--- src/rtl/pc_unit.sv ---
// Program-counter unit for the fetch stage: next-PC selection, a circular
// return-address stack and sticky stack-error flags.
module pc_unit #(
  parameter int                 WIDTH     = 32,
  parameter logic [WIDTH-1:0]   RESET_VEC = '0,
  parameter logic [WIDTH-1:0]   EXC_VEC   = 32'h80,
  parameter logic [WIDTH-1:0]   STEP      = 4,
  parameter int                 RAS_DEPTH = 4
) (
  input  logic                         i_clk,
  input  logic                         i_rst,
  input  logic                         i_freeze,
  input  logic                         i_exc,
  input  logic                         i_branch,
  input  logic                         i_call,
  input  logic                         i_ret,
  input  logic [WIDTH-1:0]             i_target,
  input  logic                         i_err_clr,
  output logic [WIDTH-1:0]             o_pc_out,
  output logic [WIDTH-1:0]             o_pc_plus,
  output logic [$clog2(RAS_DEPTH):0]   o_ras_count,
  output logic                         o_ras_ovf,
  output logic                         o_ras_unf
);

  localparam int PW = $clog2(RAS_DEPTH);
  localparam int CW = PW + 1;

  logic [WIDTH-1:0] r_pc;
  logic [WIDTH-1:0] r_ras [RAS_DEPTH];
  logic [PW-1:0]    r_top;
  logic [CW-1:0]    r_count;
  logic             r_ovf;
  logic             r_unf;

  logic [WIDTH-1:0] w_pc_plus;
  logic [WIDTH-1:0] w_next_pc;
  logic [PW-1:0]    w_top_m1;
  logic             w_full;
  logic             w_empty;
  logic             w_push;
  logic             w_pop;
  logic             w_set_ovf;
  logic             w_set_unf;

  assign w_pc_plus = r_pc + STEP;
  assign w_top_m1  = r_top - PW'(1);
  assign w_full    = (r_count == CW'(RAS_DEPTH));
  assign w_empty   = (r_count == '0);

  // r_top points at the next free slot; once full, that slot holds the oldest entry.
  always_comb begin
    w_next_pc = w_pc_plus;
    w_push    = 1'b0;
    w_pop     = 1'b0;
    w_set_ovf = 1'b0;
    w_set_unf = 1'b0;
    if (i_exc) begin
      w_next_pc = EXC_VEC;
    end else if (i_freeze) begin
      w_next_pc = r_pc;
    end else if (i_call) begin
      w_next_pc = i_target;
      w_push    = 1'b1;
      w_set_ovf = w_full;
    end else if (i_branch) begin
      w_next_pc = i_target;
    end else if (i_ret) begin
      if (w_empty) begin
        w_set_unf = 1'b1;
      end else begin
        w_next_pc = r_ras[w_top_m1];
        w_pop     = 1'b1;
      end
    end
  end

  always_ff @(posedge i_clk) begin
    if (!i_rst) begin
      r_pc    <= RESET_VEC;
      r_top   <= '0;
      r_count <= '0;
      r_ovf   <= 1'b0;
      r_unf   <= 1'b0;
    end else begin
      r_pc <= w_next_pc;
      if (w_push) begin
        r_ras[r_top] <= w_pc_plus;
        r_top        <= r_top + PW'(1);
        if (!w_full) r_count <= r_count + CW'(1);
      end else if (w_pop) begin
        r_top   <= w_top_m1;
        r_count <= r_count - CW'(1);
      end
      // A set condition in the same cycle as err_clr leaves the flag set.
      r_ovf <= w_set_ovf | (r_ovf & ~i_err_clr);
      r_unf <= w_set_unf | (r_unf & ~i_err_clr);
    end
  end

  assign o_pc_out    = r_pc;
  assign o_pc_plus   = w_pc_plus;
  assign o_ras_count = r_count;
  assign o_ras_ovf   = r_ovf;
  assign o_ras_unf   = r_unf;

endmodule

--- config.mk ---
export PLATFORM = sky130hd
export DESIGN_NAME = pc_unit
export DESIGN_NICKNAME = d
export VERILOG_FILES = /design/src/rtl/pc_unit.sv
export SDC_FILE = /design/constraint.sdc
export NUM_CORES = 1
export LEC_CHECK = 0
export CORE_UTILIZATION = 25
export CTS_BUF_LIST = sky130_fd_sc_hd__clkbuf_8
export DETAILED_ROUTE_END_ITERATION = 16
export GPL_ROUTABILITY_DRIVEN = 0
export PLACE_DENSITY = 0.4
export RECOVER_POWER = 25
export REMOVE_ABC_BUFFERS = 1
export SYNTH_ARGS = -nofsm -noshare
export SYNTH_HDL_FRONTEND = slang
export SYNTH_SLANG_ARGS = --single-unit
--- constraint.sdc ---
create_clock -name i_clk -period 5.3 [get_ports i_clk]
set_input_delay 1.06 -clock i_clk [delete_from_list [all_inputs] [get_ports i_clk]]
set_output_delay 1.06 -clock i_clk [all_outputs]
set_load 0.02 [all_outputs]
==> qor.txt <==
GLOBAL ROUTE
------------------------------------------------------------------------------------
Maximum number of pins on one net before global-route repair                      36
Number of antenna violations at the first check in global routing                  0
GRT Total Usage                                                                0.153
Aggregate global routing overflow                                                  0
Vias in the first global route                                                  5299
Global-route wire length before repair                                       34.5 mm

CLOCK TREE
------------------------------------------------------------------------------------
Inserted Clock Buffers                                                            17
Clock tree from TritonCTS                                                       done
Post-CTS Hold Fix Bufs                                                             0
Clock slew seen by the registers of the worst setup and hold paths           0.09 ns
Number of levels the H-tree was split into                                         4
Setup Fix Bufs, Post-CTS                                                           0
Root buffer selected by CTS                                                 clkbuf_8
Clk sink count                                                                   167
Clock latency reported for the late side of the worst-skew pair              0.47 ns
Buffers from clock root to sink, at most                                           2
Total of cells resized after clock tree synthesis                                  0

ROUTE
------------------------------------------------------------------------------------
Vias per Instance                                                               4.90
Number of nets still failing antenna checks after routing                          0
Number of iterations in the first detailed-routing pass                            5
Mean routed wirelength per cell                                              22.1 um
DRC violation total after the first TritonRoute iteration                        318
DRC violation count after routing                                                  0
DRT Wirelength                                                               23.3 mm
Routed vias                                                                     5175

FLOORPLAN
------------------------------------------------------------------------------------
Row cnt                                                                           63
Horiz. Die Dim                                                                177 um
Core region area                                                          29900 um^2
Vert. Die Dim                                                                 177 um
Io pins                                                                          109
Starting Density                                                               0.256
Die Outline Area                                                          31300 um^2

FINAL LAYOUT
------------------------------------------------------------------------------------
Diode insertion count for antenna repair                                           0
Fraction of layout instances using a drive strength above 1                    0.152
Area Overhead vs Synth                                                         23.9%
Top library cells by usage in the layout, fill and taps aside           128 x edfxtp_1, 106 x clkdlybuf4s50_1, 46 x nand2_1, 38 x dfxtp_1, 32 x mux4_2
Final Util                                                                     0.317
Most common cell after layout, fill and taps aside                          edfxtp_1
Number of nets in the layout                                                     699

STA
------------------------------------------------------------------------------------
Slack of the critical path                                                  0.732 ns
Least-Margin Pin Slew                                                       0.960 ns
Share of the cycle needed by the critical path after routing                   0.862
Final setup violation count                                                        0
Final slew viol count                                                              0
RSZ-0062 raised after global routing                                              no
Remaining max-slew budget at the tightest pin                                  0.360
Final Skew                                                                 0.0208 ns
Final critical-path required period                                          4.57 ns
Final number of hold-violating endpoints                                           0
Setup TNS                                                                       0 ns
Maximum clock rate                                                           219 MHz

LOGIC SYNTHESIS
------------------------------------------------------------------------------------
Netlist area before placement                                              7640 um^2
Count of unique library cells instantiated by Yosys                               71
Part of the Yosys area used for sequential elements                            0.605
Post-synthesis average cell area                                           13.9 um^2
Share of flip-flops with an asynchronous set or reset after synthesis              0
Number of enable-type register cells in the synthesized netlist                  128
Flip-flop and latch count after synthesis                                        167
Most frequently used flop master after synthesis                            edfxtp_1
Yosys warns                                                                        0
Synthesized netlist cell count                                                   548

RUN
------------------------------------------------------------------------------------
Count of maximum capacitance violations                                            0

OUTCOME
------------------------------------------------------------------------------------
Status                                                                  finished, final reports clean

HOLD PATH
------------------------------------------------------------------------------------
Classification of the worst-slack hold path                               reg -> reg

CRITICAL PATH
------------------------------------------------------------------------------------
Critical-path cell list                                                 ha_1 > nand3_1 > nor4_1 > buf_4 > nand4_1 > xnor2_1 > clkdlybuf4s50_1
Cell at the slowest stage of the critical path                          clkdlybuf4s50_1
Crit-path max cell delay                                                     0.77 ns
Crit end category                                                         output pin
Critical Setup Path Class                                                 reg -> out
Highest net fanout along the worst path                                           13
Worst Path Arrival                                                           3.51 ns
Required @ worst endpoint                                                    4.24 ns
Worst setup SP type                                                         register

PLACED DESIGN
------------------------------------------------------------------------------------
Worst setup slack after placement                                            1.50 ns
Estimated wirelength of the detail-placed design                             14.9 mm
Number of input and output port buffers inserted                                 108

PWR
------------------------------------------------------------------------------------
Reported leakage power                                                       3.02 nW
Worst voltage drop across the vdd grid                                      0.166 mV
P per Cell Area                                                          290 nW/um^2

through the flow:
stage / hold slack, ns / cells / power, mW / area, um^2
after CTS: 0.515 / 1056 / 2.78 / 9520
after global routing: 0.537 / 1056 / 2.85 / 9470
after floorplan: 0.551 / 509 / 1.64 / 7400
after detailed placement: 0.502 / 1024 / 1.80 / 9100
final: 0.503 / 1056 / 2.75 / 9470
after global placement: 0.473 / 1024 / 1.79 / 9100
synth_stat cells, drive strengths merged (3+ instances only):
| master | instances | area share |
|---|---|---|
| nor2 | 20 | 0.011 |
| o22ai | 9 | 0.0082 |
| a211oi | 4 | 0.0046 |
| o21ai | 15 | 0.0098 |
| o31a | 5 | 0.0057 |
| nor3 | 13 | 0.0092 |
| nand2 | 46 | 0.023 |
| or4 | 3 | 0.0029 |
| and4 | 7 | 0.0083 |
| nor3b | 4 | 0.0046 |
| nand3 | 17 | 0.012 |
| a221o | 5 | 0.0065 |
| a21oi | 25 | 0.016 |
| buf | 25 | 0.023 |
| nor2b | 3 | 0.0025 |
| or2 | 3 | 0.0025 |
| xnor2 | 22 | 0.026 |
| a22oi | 8 | 0.0079 |
| clkbuf | 14 | 0.0082 |
| ha | 5 | 0.0082 |
| and2 | 4 | 0.0033 |
| dfxtp | 39 | 0.10 |
| a221oi | 10 | 0.012 |
| nand4 | 15 | 0.017 |
| or3 | 3 | 0.0025 |
| and3 | 12 | 0.010 |
| edfxtp | 128 | 0.50 |
| xor2 | 9 | 0.010 |
| inv | 11 | 0.0054 |
| mux4 | 32 | 0.094 |
| o31ai | 3 | 0.0036 |
| a31oi | 3 | 0.0025 |
final timing paths:
path               start       endpoint  slack, ns  cells past startpoint
max          o_pc_out[2]  o_pc_plus[20]       0.73                      7
min            o_ras_unf      o_ras_unf       0.50                      2
max reg2reg  o_pc_out[2]   r_ras[2][20]       2.74                      6
min reg2reg    o_ras_unf      o_ras_unf       0.50                      2
final cells by class:
type | count | area (um^2)
fillers | 3011 | 20400
flip-flops and latches | 167 | 4630
multi-input cells | 331 | 2690
repair buffers | 125 | 1200
well taps | 390 | 488
clock buffers | 18 | 248
clock inverters | 14 | 176
inverters | 11 | 41.3
per-layer routing:
layer  routed length (um)  vias up  GRT usage
met5                    0        -          0
met4                  244        0     0.0392
met3                 1120       20     0.0290
met2                10700      148      0.241
met1                11300     2658      0.214
li1                     -     2349          -
report_power, final:
part           total (mW)  switching, mW  internal, mW
logic               0.312          0.175         0.137
clock network       0.985          0.531         0.454
registers            1.45         0.0264          1.42
registers in the layout, indices dropped and copies added (netlist names), named ones only:
register,cells
o_ras_count,3
o_pc_out,30
o_ras_ovf,1
r_ras,128
r_top,2
o_ras_unf,1
cell families after synthesis:
kind of cell | synth area share
flops | 0.605
simple gates | 0.114
compound gates | 0.0992
buf+inv | 0.0370
mux | 0.0969
xor+xnor | 0.0365
fa+ha+maj | 0.0108
critical path: cells and delay by family, from the launching register on:
kind	cells	cell delay, ns
buffers and inverters	2	1.07
xor gates and xnor gates	1	0.52
adders and majority gates	1	0.34
and+or+nand+nor	3	0.64
DFF	1	0.49
Note: power is estimated with default switching activity, not from simulation.
